## src/rtl/retire_trace_buffer_if.sv

```systemverilog
// retire_trace_buffer_if
//   Drain-side stream of the retirement trace buffer. The buffer (master)
//   presents the head record with out_valid; the consumer (slave) takes it
//   by raising out_ready.
//   out_valid  buffer -> consumer  head record present
//   out_ready  consumer -> buffer  head record accepted this cycle
//   out_kind   class index 0..8, 15 for an illegal op encoding
//   out_pc     PC of the recorded instruction
//   out_addr   register index, store address or 0 for jumps
//   out_data   write data, store data or jump target
//   out_taken  jump taken flag, 0 for non-jumps
interface retire_trace_buffer_if;
  logic        out_valid;
  logic        out_ready;
  logic [3:0]  out_kind;
  logic [15:0] out_pc;
  logic [15:0] out_addr;
  logic [15:0] out_data;
  logic        out_taken;

  modport master (
    output out_valid, out_kind, out_pc, out_addr, out_data, out_taken,
    input  out_ready
  );

  modport slave (
    input  out_valid, out_kind, out_pc, out_addr, out_data, out_taken,
    output out_ready
  );
endinterface

```

## src/rtl/retire_trace_buffer.sv

```systemverilog
// retire_trace_buffer
//   Records one entry per retired instruction of the 16-bit CPU into a
//   circular buffer drained through a valid/ready stream. Supports per-class
//   capture filtering, stop-or-wrap overflow, freeze on halt, and saturating
//   drop / illegal-encoding counters.
//   Parameters: DEPTH (records, power of two), WRAP (0 stop, 1 overwrite),
//               CNT_W (counter width)
//   clk, reset          clock, asynchronous active-high reset
//   retired, op, pc     retirement strobe, one-hot class, PC
//   reg_waddr/reg_wdata register write index/data
//   mem_addr/mem_data   store address/data
//   jump_addr/taken     jump target / taken flag
//   halt                CPU halt, freezes capture from the next cycle on
//   filter_mask         per-class capture enable (op bit order)
//   count               occupancy
//   dropped, illegal    saturating event counters
//   frozen              capture stopped by halt
//   trace               drain stream (master side)
module retire_trace_buffer #(
  parameter int DEPTH = 16,
  parameter bit WRAP  = 1'b0,
  parameter int CNT_W = 16
) (
  input  logic                   clk,
  input  logic                   reset,
  input  logic                   retired,
  input  logic [8:0]             op,
  input  logic [15:0]            pc,
  input  logic [3:0]             reg_waddr,
  input  logic [15:0]            reg_wdata,
  input  logic [15:0]            mem_addr,
  input  logic [15:0]            mem_data,
  input  logic [15:0]            jump_addr,
  input  logic                   jump_taken,
  input  logic                   halt,
  input  logic [8:0]             filter_mask,
  output logic [$clog2(DEPTH):0] count,
  output logic [CNT_W-1:0]       dropped,
  output logic [CNT_W-1:0]       illegal,
  output logic                   frozen,
  retire_trace_buffer_if.master  trace
);

  localparam int PW = $clog2(DEPTH);
  localparam logic [PW:0]   FULL_COUNT = (PW+1)'(DEPTH);
  localparam logic [PW:0]   CNT_STEP   = (PW+1)'(1);
  localparam logic [PW-1:0] PTR_STEP   = PW'(1);

  typedef struct packed {
    logic [3:0]  kind;
    logic [15:0] pc;
    logic [15:0] addr;
    logic [15:0] data;
    logic        taken;
  } record_t;

  record_t       mem [DEPTH];
  record_t       newRec;
  record_t       headRec;
  logic [PW-1:0] wrPtr;
  logic [PW-1:0] rdPtr;
  logic [3:0]    kindIdx;
  logic          opOneHot;
  logic          capture;
  logic          full;
  logic          pop;
  logic          writeEn;
  logic          overwrite;
  logic          dropEvent;

  assign opOneHot = (op != '0) && ((op & (op - 9'd1)) == '0);
  assign capture  = retired && !frozen && (!opOneHot || ((op & filter_mask) != '0));
  assign full     = (count == FULL_COUNT);
  assign pop      = trace.out_valid && trace.out_ready;

  // A full buffer only accepts a new record if a slot is freed by a pop in
  // the same cycle, or if wrap mode lets it evict the oldest record.
  assign writeEn   = capture && (!full || pop || WRAP);
  assign dropEvent = capture && full && !pop;
  assign overwrite = dropEvent && WRAP;

  // Class index of a one-hot op; 15 stands in for anything not one-hot.
  always_comb begin
    kindIdx = 4'd15;
    for (int i = 0; i < 9; i++) begin
      if (op[i]) kindIdx = 4'(i);
    end
  end

  // Pack the retiring instruction into a record. Illegal encodings keep
  // only their PC so the consumer can locate them.
  always_comb begin
    newRec    = '0;
    newRec.pc = pc;
    if (!opOneHot) begin
      newRec.kind = 4'd15;
    end else begin
      newRec.kind = kindIdx;
      if (op[4]) begin
        newRec.addr = mem_addr;
        newRec.data = mem_data;
      end else if (|op[8:5]) begin
        newRec.data  = jump_addr;
        newRec.taken = jump_taken;
      end else begin
        newRec.addr = {12'b0, reg_waddr};
        newRec.data = reg_wdata;
      end
    end
  end

  // Record storage needs no reset: the head is gated while empty.
  always_ff @(posedge clk) begin
    if (writeEn) mem[wrPtr] <= newRec;
  end

  // Pointers, occupancy, counters and the halt freeze.
  always_ff @(posedge clk or posedge reset) begin
    if (reset) begin
      wrPtr   <= '0;
      rdPtr   <= '0;
      count   <= '0;
      dropped <= '0;
      illegal <= '0;
      frozen  <= 1'b0;
    end else begin
      if (writeEn) wrPtr <= wrPtr + PTR_STEP;
      if (pop || overwrite) rdPtr <= rdPtr + PTR_STEP;
      if (writeEn && !pop && !overwrite) begin
        count <= count + CNT_STEP;
      end else if (pop && !writeEn) begin
        count <= count - CNT_STEP;
      end
      if (dropEvent && (dropped != '1)) dropped <= dropped + 1'b1;
      if (capture && !opOneHot && (illegal != '1)) illegal <= illegal + 1'b1;
      if (halt) frozen <= 1'b1;
    end
  end

  assign headRec         = trace.out_valid ? mem[rdPtr] : '0;
  assign trace.out_valid = (count != '0);
  assign trace.out_kind  = headRec.kind;
  assign trace.out_pc    = headRec.pc;
  assign trace.out_addr  = headRec.addr;
  assign trace.out_data  = headRec.data;
  assign trace.out_taken = headRec.taken;

endmodule

```

## src/flat_wrapper.sv

```systemverilog
// flat-port wrapper written by rule: the top's interface ports become plain ports
module retire_trace_buffer_flat 
#(
  parameter int DEPTH = 16,
  parameter bit WRAP  = 1'b0,
  parameter int CNT_W = 16
)
  (clk, reset, retired, op, pc, reg_waddr, reg_wdata, mem_addr, mem_data, jump_addr, jump_taken, halt, filter_mask, count, dropped, illegal, frozen, trace_out_valid, trace_out_kind, trace_out_pc, trace_out_addr, trace_out_data, trace_out_taken, trace_out_ready);
  retire_trace_buffer_if trace_i ();
  input  logic clk;
  input  logic reset;
  input  logic retired;
  input  logic [8:0] op;
  input  logic [15:0] pc;
  input  logic [3:0] reg_waddr;
  input  logic [15:0] reg_wdata;
  input  logic [15:0] mem_addr;
  input  logic [15:0] mem_data;
  input  logic [15:0] jump_addr;
  input  logic jump_taken;
  input  logic halt;
  input  logic [8:0] filter_mask;
  output logic [$clog2(DEPTH):0] count;
  output logic [CNT_W-1:0] dropped;
  output logic [CNT_W-1:0] illegal;
  output logic frozen;
  output wire logic [$bits(trace_i.out_valid)-1:0] trace_out_valid;
  output wire logic [$bits(trace_i.out_kind)-1:0] trace_out_kind;
  output wire logic [$bits(trace_i.out_pc)-1:0] trace_out_pc;
  output wire logic [$bits(trace_i.out_addr)-1:0] trace_out_addr;
  output wire logic [$bits(trace_i.out_data)-1:0] trace_out_data;
  output wire logic [$bits(trace_i.out_taken)-1:0] trace_out_taken;
  input wire logic [$bits(trace_i.out_ready)-1:0] trace_out_ready;
  assign trace_out_valid = trace_i.out_valid;
  assign trace_out_kind = trace_i.out_kind;
  assign trace_out_pc = trace_i.out_pc;
  assign trace_out_addr = trace_i.out_addr;
  assign trace_out_data = trace_i.out_data;
  assign trace_out_taken = trace_i.out_taken;
  assign trace_i.out_ready = trace_out_ready;
  retire_trace_buffer #(.DEPTH(DEPTH), .WRAP(WRAP), .CNT_W(CNT_W)) u_core (.clk(clk), .reset(reset), .retired(retired), .op(op), .pc(pc), .reg_waddr(reg_waddr), .reg_wdata(reg_wdata), .mem_addr(mem_addr), .mem_data(mem_data), .jump_addr(jump_addr), .jump_taken(jump_taken), .halt(halt), .filter_mask(filter_mask), .count(count), .dropped(dropped), .illegal(illegal), .frozen(frozen), .trace(trace_i));
endmodule
```

## config.mk

```make
export PLATFORM = sky130hd
export DESIGN_NAME = retire_trace_buffer_flat
export DESIGN_NICKNAME = d
export VERILOG_FILES = /design/src/rtl/retire_trace_buffer_if.sv /design/src/rtl/retire_trace_buffer.sv /design/src/flat_wrapper.sv
export SDC_FILE = /design/constraint.sdc
export NUM_CORES = 1
export LEC_CHECK = 0
export ABC_CLOCK_PERIOD_IN_PS = 6000
export CELL_PAD_IN_SITES_DETAIL_PLACEMENT = 1
export CELL_PAD_IN_SITES_GLOBAL_PLACEMENT = 2
export CORE_MARGIN = 2
export CORE_UTILIZATION = 40
export CTS_BUF_LIST = sky130_fd_sc_hd__clkbuf_16
export DETAILED_ROUTE_END_ITERATION = 10
export PLACE_DENSITY = 0.76
export SKIP_CTS_REPAIR_TIMING = 1
export SYNTH_ARGS = -nofsm -noshare
export SYNTH_HDL_FRONTEND = slang
export SYNTH_SLANG_ARGS = --single-unit
```

## constraint.sdc

```tcl
create_clock -name clk -period 6 [get_ports clk]
set_input_delay 1.2 -clock clk [delete_from_list [all_inputs] [get_ports clk]]
set_output_delay 1.2 -clock clk [all_outputs]
set_load 0.005 [all_outputs]
```

# ---- Yosys cells after proc, flatten, opt, wreduce, memory -nomap -nowiden
# Memories as Yosys holds them, arrays and structs flattened.
# Index checks and enable logic that the tools add are counted.
dict set report classes {
  add_sub_neg 7
  n_eq_ne 3
  mux 21
  bitwise_logic 2
  reduce_logical 25
}
# op count
set ops {}
lappend ops {{two-way mux 53 bit} 1}
lappend ops {{two-way mux 4 bit} 11}
lappend ops {{two-way mux 33 bit} 1}
lappend ops {{adder 16 x 1 -> 16 bit, second input constant} 2}
lappend ops {{two-way mux 32 bit} 1}
lappend ops {{!= test 16 bit, second input constant} 2}
lappend ops {{bitwise AND 9 bit} 2}
lappend ops {{nonzero test 9 bit} 2}
lappend ops {{two-way mux 16 bit} 1}
lappend ops {{logical AND 1 bit} 12}
lappend ops {{two-way mux 5 bit} 2}
lappend ops {{zero test 9 bit} 1}
lappend ops {{subtractor 9 x 1 -> 9 bit, second input constant} 1}
lappend ops {{adder 4 x 1 -> 4 bit, second input constant} 2}
lappend ops {{adder 5 x 1 -> 5 bit, second input constant} 1}
lappend ops {{== test 5 bit, second input constant} 1}
lappend ops {{zero test 1 bit} 5}
lappend ops {{nonzero test 5 bit} 1}
lappend ops {{subtractor 5 x 1 -> 5 bit, second input constant} 1}
lappend ops {{two-way mux 1 bit} 4}
lappend ops {{OR reduction 4 bit} 1}
lappend ops {{logical OR 1 bit} 2}
lappend ops {{nonzero test 2 bit} 1}
dict set report totals {
  regBits 46
  mem_bits_rw 848
  inputBits 108
  output_inout_bits 92
  wordCells 65
  memories 1
}
# name depth width read_ports rd_clocked_by_memory_dff wr line
set memory_table {}
lappend memory_table {u_core.mem 16 53 1 0 1 retire_trace_buffer.sv:57} ;# record_t mem [DEPTH];

# ---- Longest topological paths before layout
# Gate-level depths: netlist of the first run.
dict set report depth {
  ltp_word 12
  ltp_mapped 15
  depth_no_buf 13
}

# ---- Worst setup path after synthesis of the first run
# Ideal clock, no wire load.
dict set report synth_path {
  path_kind {in2reg}
  startpoint {input port op[1]}
  endpoint {memory u_core.mem[3][0] (netlist name) (enable)}
  setup_time_ps 529
  t_arrival_ps 6246
  required_ps 5471
  path_slack_ps -776
  cell_stages 8
  n_path_buf 1
  cell_sequence {nor4_4 nand3b_1 a31o_2 a21oi_2 nor3_1 clkbuf_1 nand2_1 nor3_1}
}
dict set report synth_via {
  elab_chain_len 10
  elab_cells_between_ends 13
  cone_classes {1 x add/sub; 2 x mux; 2 x bitwise; 8 x reduce/logical}
}
# element line
set synth_rtl {}
lappend synth_rtl {{start, declared} flat_wrapper.sv:13} ;# input logic [8:0] op;
lappend synth_rtl {{subtractor 9 x 1 -> 9 bit} retire_trace_buffer.sv:71} ;# assign opOneHot = (op != '0) && ((op & (op - 9'd1)) == '0);
lappend synth_rtl {{bitwise AND 9 bit} retire_trace_buffer.sv:71}
lappend synth_rtl {{zero test 9 bit} retire_trace_buffer.sv:71}
lappend synth_rtl {{logical AND 1 bit} retire_trace_buffer.sv:71}
lappend synth_rtl {{zero test 1 bit} retire_trace_buffer.sv:72} ;# assign capture = retired && !frozen && (!opOneHot || ((op & filter_mask) != '0));
lappend synth_rtl {{logical OR 1 bit *} retire_trace_buffer.sv:72}
lappend synth_rtl {{logical AND 1 bit *} retire_trace_buffer.sv:72}
lappend synth_rtl {{logical AND 1 bit *} retire_trace_buffer.sv:78} ;# assign writeEn = capture && (!full || pop || WRAP);
lappend synth_rtl {{two-way mux 1 bit *} retire_trace_buffer.sv:114} ;# if (writeEn) mem[wrPtr] <= newRec;
lappend synth_rtl {{two-way mux 1 bit (not written as such) *} retire_trace_buffer.sv:114}
lappend synth_rtl {{end, declared} retire_trace_buffer.sv:57}
# Mark *: on every way between the ends. The rest lies on a longest branch, timed or not.

# ---- Worst setup path in the final report of the first run
dict set report layout_path {
  startpoint {register u_core.rdPtr[0]}
  endpoint {output port trace_out_data[6]}
}
dict set report layout_via {
  elab_chain_len 2
}
# element line
set layout_rtl {}
lappend layout_rtl {{start, declared} retire_trace_buffer.sv:61} ;# logic [PW-1:0] rdPtr;
lappend layout_rtl {{start signal, assigned} retire_trace_buffer.sv:128} ;# if (pop || overwrite) rdPtr <= rdPtr + PTR_STEP;
lappend layout_rtl {{memory read (16 x 53 bit)} --}
lappend layout_rtl {{two-way mux 53 bit} retire_trace_buffer.sv:140} ;# assign headRec = trace.out_valid ? mem[rdPtr] : '0;
lappend layout_rtl {{end, declared} flat_wrapper.sv:31} ;# output wire logic [$bits(trace_i.out_data)-1:0] trace_out_data;
# No other way between the ends.

==> results of run 1 <==
-- power by group through the flow --
| stage | clock network [W] | logic [W] | registers, W |
|---|---|---|---|
| after CTS | 0.00576 | 0.00412 | 0.00707 |
| after detailed placement | 0 | 0.00409 | 0.00720 |
| final | 0.00567 | 0.00400 | 0.00706 |
| after floorplan | 0 | 0.00264 | 0.00696 |
| after global routing | 0.00601 | 0.00431 | 0.00708 |
| after global placement | 0 | 0.00406 | 0.00719 |
-- metrics by stage --
stage | cells | hold slack [ns]
final | 3080 | 0.489
after global routing | 3080 | 0.522
after CTS | 3080 | 0.488
after detailed placement | 2907 | 0.482
after global placement | 2907 | 0.477
after floorplan | 1600 | 0.477
-- worst register-to-register path, cell delays in order (launching register included) --
cell	delay, ns
dfrtp_1	0.46
nor4_1	0.54
nand2b_2	0.09
buf_4	0.39
nand2_1	0.30
ha_1	0.24
inv_1	0.11
fa_1	0.42
a21o_1	0.18
a21oi_1	0.21
xnor2_1	0.14
nor2_1	0.07
xor2_1	0.14
-- layout by cell type (no fill, tap or decap), types with 6 or more instances in the layout --
cell / n
and3_1: 6
nand4_1: 17
ha_1: 11
and2_1: 66
nand3_1: 15
xnor2_1: 30
and3_4: 15
mux2i_1: 16
dfrtp_1: 42
a21oi_1: 21
clkinv_1: 19
edfxtp_1: 848
xor2_1: 11
nand2_1: 22
a22o_1: 6
clkbuf_16: 93
nor2_1: 52
mux4_2: 265
buf_12: 10
bufinv_16: 10
inv_1: 32
clkdlybuf4s50_1: 198
clkinv_2: 16
buf_4: 26
-- logic make-up (layout without fill, tap and decap cells) --
kind of cell / Yosys count / count (layout)
muxes: 286 / 286
adders and majority gates: 13 / 13
xor gates and xnor gates: 41 / 41
and+or+nand+nor: 228 / 228
AOI/OAI and AO/OA: 46 / 46
buffers and inverters: 92 / 417
DFF: 894 / 894
-- state kept, by name (all words and copies together) (netlist names) --
register / count
u_core.mem: 848
u_core.dropped: 16
u_core.illegal: 16
u_core.count: 5
u_core.rdPtr: 4
u_core.wrPtr: 4
u_core.frozen: 1
-- area by class of cell --
| type | count | share of cell area |
|---|---|---|
| clock buffers | 93 | 0.0556 |
| flip-flops and latches | 894 | 0.636 |
| repair buffers | 235 | 0.0569 |
| well taps | 1155 | 0.0345 |
| clock inverters | 80 | 0.0164 |
| inverters | 9 | 0.000806 |
| multi-input cells | 614 | 0.200 |
-- final timing paths --
check | depth (start not counted) | slack (ns) | end
max | 5 | 0.99 | trace_out_data[6]
min | 1 | 0.49 | u_core.illegal[9]
max in group asynchronous | 2 | 4.11 | u_core.rdPtr[1]
min reg2reg | 1 | 0.49 | u_core.illegal[9]
max reg2reg | 12 | 2.59 | u_core.count[4]
min in group asynchronous | 2 | 1.13 | u_core.dropped[15]
-- layer usage --
layer / GRT usage / up-vias / part of all wire
met3: 0.0347 / 87 / 0.062
met1: 0.264 / 9100 / 0.42
met2: 0.307 / 531 / 0.50
met4: 0.0423 / 0 / 0.015
li1: - / 7158 / -
met5: 0 / - / 0
==> metrics, run 1 <==
root buf cell=clkbuf_16; part of the power in registers=0.422; Post-route DRC=0; cell area after layout=0.0419 mm^2; post-synthesis sequential area ratio=0.755; fmax=0.200 GHz; Starting DRT DRC Count=1415; PnR worst setup slack=0.991 ns; drt via density=5.48; placed cell areas=0.0389 mm^2; dpl hpwl=45300 um; top_reg_cell synth=edfxtp_1; Hold Path Class=register to register; initial core utilization=0.405; Async S/R FF share, synth=0.0515; Critical Path End Type=output pin; initial antenna violation count=2; type of origin of the critical path=register; delay-heaviest family, CP=multiplexers; P_leak=14.0 nW; pin count of the biggest net entering global routing=92; syn_nets=1720; yosys warns=0; RR Startpoint=u_core.count[0]; Storage cell area=0.0266 mm^2; Total Wirelength=83300 um; first-pass GRT wire length=125000 um; Clock Latency Late Sink=0.65 ns; relative max-transition margin=0.140; buffers and inverters on the worst path=2; CTS tree=yes; Antenna Violating Nets Remaining=0; WS Path Type=register to output pin; Multi-input gate area=0.00838 mm^2; Die Span Y=301 um; Synth Area in Simple Gates=0.0355; DR WL/cell=27.0 um; port bufs=199; Period minus WS final=5.01 ns; Core Region=0.0870 mm^2; Area contributors post-synth=edfxtp_1 72%, mux4_2 17%, dfrtp_1 3.3%; Setup Viol. Count Final=0; total track usage=0.188; vias in the first global route=18600; status=finished, final reports clean; GRT overflow=0; Yosys cell types=49; MaxCap Viol Count=0; critical path cell sequence=buf_12 -> mux4_2 -> mux4_2 -> and2_1 -> clkdlybuf4s50_1; die area=0.0906 mm^2; GPL Wtd Cong=0.769; Fillers=7885; post-synth top area cell=edfxtp_1; clock skew=0.0170 ns; Critical-path top delay cell=dfrtp_4; main combinational cell family by area after synthesis=multiplexers; Die X-Extent=301 um; Slew Limit Fails=0; Worst EP arrival=3.81 ns; Fin. Hold Viols=0; CP Launch Point=u_core.rdPtr[0]; Crit path required time=4.80 ns; Post-Syn Area=0.0353 mm^2; Post-Synth XOR/XNOR Area=0.0102; row cnt=108; switch share=0.259; Area growth, synth to finish=18.8%; Worst path most repeated cell=mux4_2; CTS H-tree depth=3; Compound-Gate Fraction of Synth Area=0.00837; unrepaired setup endpoints after global routing=false; combinational share of power=0.239; Post-synth EDFFs=848; via count=16900; Hold Startpoint=u_core.illegal[9]; setup TNS=0 ns; diodes inserted=0; post-synthesis adder-cell area fraction=0.00475; final core occ=0.481; Ports=200; pre-CTS setup slack=0.999 ns; total CTS buffers=92; Cells after Synth=1600; count leader, synth=edfxtp_1; Commonest cells post-synth=848 x edfxtp_1, 265 x mux4_2, 66 x and2_1, 53 x clkbuf_1, 52 x nor2_1; Seq cells post-synth=894; maximum vdd ir drop=0.408 mV; clk slew on worst S/H paths=0.06 ns; Clk pwr share=0.339; Slew @ Worst Pin=1.29 ns; proportion of synthesized area in mux cells=0.175; syn avg cell area=22.0 um^2; TritonRoute pass-1 iters=5; slowest stage delay, CP=1.04 ns; layout cells sized above 1=0.246; post-synth top area share=0.722; switching power total=0.00434 W; PnR Total Power=0.0167 W; clock tree sinks=894; Power Dens Cells=399 mW/mm^2; Max Root-Sink Buffers=3; final period utilization=0.835; Int Power=0.0124 W; nets@finish=1966; crit-path max FO=40
Power figures use the tool's default switching activity.
==> inputs of run 2 (changes only) <==
--- a/config.mk
+++ b/config.mk
@@ -5,14 +5,14 @@
 export SDC_FILE = /design/constraint.sdc
 export NUM_CORES = 1
 export LEC_CHECK = 0
-export ABC_CLOCK_PERIOD_IN_PS = 6000
+export ABC_CLOCK_PERIOD_IN_PS = 4100
 export CELL_PAD_IN_SITES_DETAIL_PLACEMENT = 1
 export CELL_PAD_IN_SITES_GLOBAL_PLACEMENT = 2
 export CORE_MARGIN = 2
 export CORE_UTILIZATION = 40
 export CTS_BUF_LIST = sky130_fd_sc_hd__clkbuf_16
 export DETAILED_ROUTE_END_ITERATION = 10
-export PLACE_DENSITY = 0.76
+export PLACE_DENSITY = 0.79
 export SKIP_CTS_REPAIR_TIMING = 1
 export SYNTH_ARGS = -nofsm -noshare
 export SYNTH_HDL_FRONTEND = slang
==> constraint.sdc (replaced) <==
create_clock -name clk -period 4.1 [get_ports clk]
set_input_delay 0.82 -clock clk [delete_from_list [all_inputs] [get_ports clk]]
set_output_delay 0.82 -clock clk [all_outputs]
set_load 0.005 [all_outputs]
==> metrics, run 2 (synthesized netlist as in run 1, its figures left out) <==
vias in the first global route=19100 (+2.7%); Clock Latency Late Sink=0.66 ns (about the same); Ports=200 (unchanged); pin count of the biggest net entering global routing=57 (-38%); initial antenna violation count=2 (unchanged); Hold Startpoint=u_core.dropped[9]; status=finished, final reports clean; Setup Viol. Count Final=0 (unchanged); Post-route DRC=0 (unchanged); Critical Path End Type=output pin; nets@finish=2070 (+5.3%); CTS H-tree depth=3 (unchanged); WS Path Type=register to output pin; GRT overflow=0 (unchanged); PnR Total Power=0.0250 W (+50%); clock tree sinks=894 (unchanged); dpl hpwl=51600 um (+14%); Max Root-Sink Buffers=3 (unchanged); most frequent cells in the layout=848 x edfxtp_1, 265 x mux4_2, 187 x clkdlybuf4s50_1; root buf cell=clkbuf_16; TritonRoute pass-1 iters=5 (unchanged); Starting DRT DRC Count=1433 (+1.3%); CTS tree=yes; PnR worst setup slack=0.0576 ns (-0.934 ns); layout cells sized above 1=0.287 (+0.0405); Worst EP arrival=3.22 ns (-0.59 ns); Core Region=0.0870 mm^2 (unchanged); Worst R2R Path Depth=13 (+1); GPL Wtd Cong=0.778 (+1.2%); fmax=0.247 GHz; Power Dens Cells=577 mW/mm^2 (+44%); final period utilization=0.986; crit-path max FO=16 (-60%); CP Launch Point=u_core.rdPtr[0]; clock skew=0.0454 ns (+0.0284 ns); relative max-transition margin=0.431 (+0.290); DR WL/cell=27.5 um (+1.6%); Period minus WS final=4.04 ns; Area growth, synth to finish=23.0%; Largest register FFs=848 (unchanged); first-pass GRT wire length=127000 um (+2.0%); Slew @ Worst Pin=0.849 ns (-0.438 ns); Antenna Violating Nets Remaining=0 (unchanged); clk slew on worst S/H paths=0.06 ns (about the same); Crit path required time=3.28 ns (-1.52 ns); row cnt=108 (unchanged); Top Registers=u_core.mem (848), u_core.dropped (16), u_core.illegal (16); Die X-Extent=301 um (unchanged); final core occ=0.498 (+0.0169); total track usage=0.192 (+0.00434); Fin. Hold Viols=0 (unchanged); die area=0.0906 mm^2 (unchanged); MaxCap Viol Count=0 (unchanged); Total Wirelength=87300 um (+4.8%); initial core utilization=0.405 (unchanged); setup TNS=0 ns (unchanged); maximum vdd ir drop=0.377 mV (-7.7%); Die Span Y=301 um (unchanged); port bufs=199 (unchanged); drt via density=5.55 (+1.2%); type of origin of the critical path=register; Fillers=7846 (-0.49%); pre-CTS setup slack=-0.0345 ns (-1.03 ns); RR Startpoint=u_core.count[0]; worst hold stages=1 (unchanged); P_leak=14.9 nW (+6.3%); Slew Limit Fails=0 (unchanged); total CTS buffers=91 (-1.1%); largest reg by FF count=u_core.mem; via count=17600 (+4.5%); most common cell after layout, fill and taps aside=edfxtp_1; Hold Path Class=register to register
-- run 2: worst paths after layout --
path	end	slack (ns)
min in group asynchronous	u_core.wrPtr[3]	0.56
max reg2reg	u_core.count[4]	1.08
max	trace_out_data[8]	0.06
max in group asynchronous	u_core.dropped[2]	2.74
min	u_core.dropped[9]	0.51
min reg2reg	u_core.dropped[9]	0.51
-- run 2: stage by stage --
step	std cells	hold WS [ns]	area, um^2
after floorplan	1600	0.477	35300
after global placement	2975	0.476	39900
after detailed placement	2975	0.497	39900
after CTS	3141	0.513	42800
after global routing	3178	0.530	43400
final	3179	0.509	43400
-- run 2: report_power, final --
group | internal, W | switching [W] | leakage [nW]
Clock | 0.00452 | 0.00350 | 1.52
Sequential | 0.00996 | 0.000266 | 8.94
Combinational | 0.00396 | 0.00281 | 4.45
-- run 2: layer usage --
layer  GRT usage  wire [um]  vias up
met5           0          0        -
met4      0.0460       1560        0
met3      0.0396       5380      117
met2       0.322      44100      606
met1       0.260      36200     9531
li1            -          -     7382
-- run 2: critical path, cell delays in order, from the launching register on --
cell             delay [ns]
dfrtp_4                0.51
buf_16                 0.20
clkbuf_16              0.21
mux4_2                 0.52
mux4_2                 0.50
and2_1                 0.18
clkdlybuf4s50_1        0.45
-- run 2: cell type report --
| cell class | count | area [um^2] | area share |
|---|---|---|---|
| Multi-Input combinational cell | 614 | 8390 | 0.193 |
| Clock inverter | 73 | 568 | 0.0131 |
| Antenna cell | 1 | 2.50 | 0.0000577 |
| Clock buffer | 93 | 2330 | 0.0537 |
| Inverter | 9 | 33.8 | 0.000779 |
| Tap cell | 1155 | 1450 | 0.0333 |
| Timing Repair Buffer | 340 | 3970 | 0.0915 |
| Sequential cell | 894 | 26600 | 0.614 |
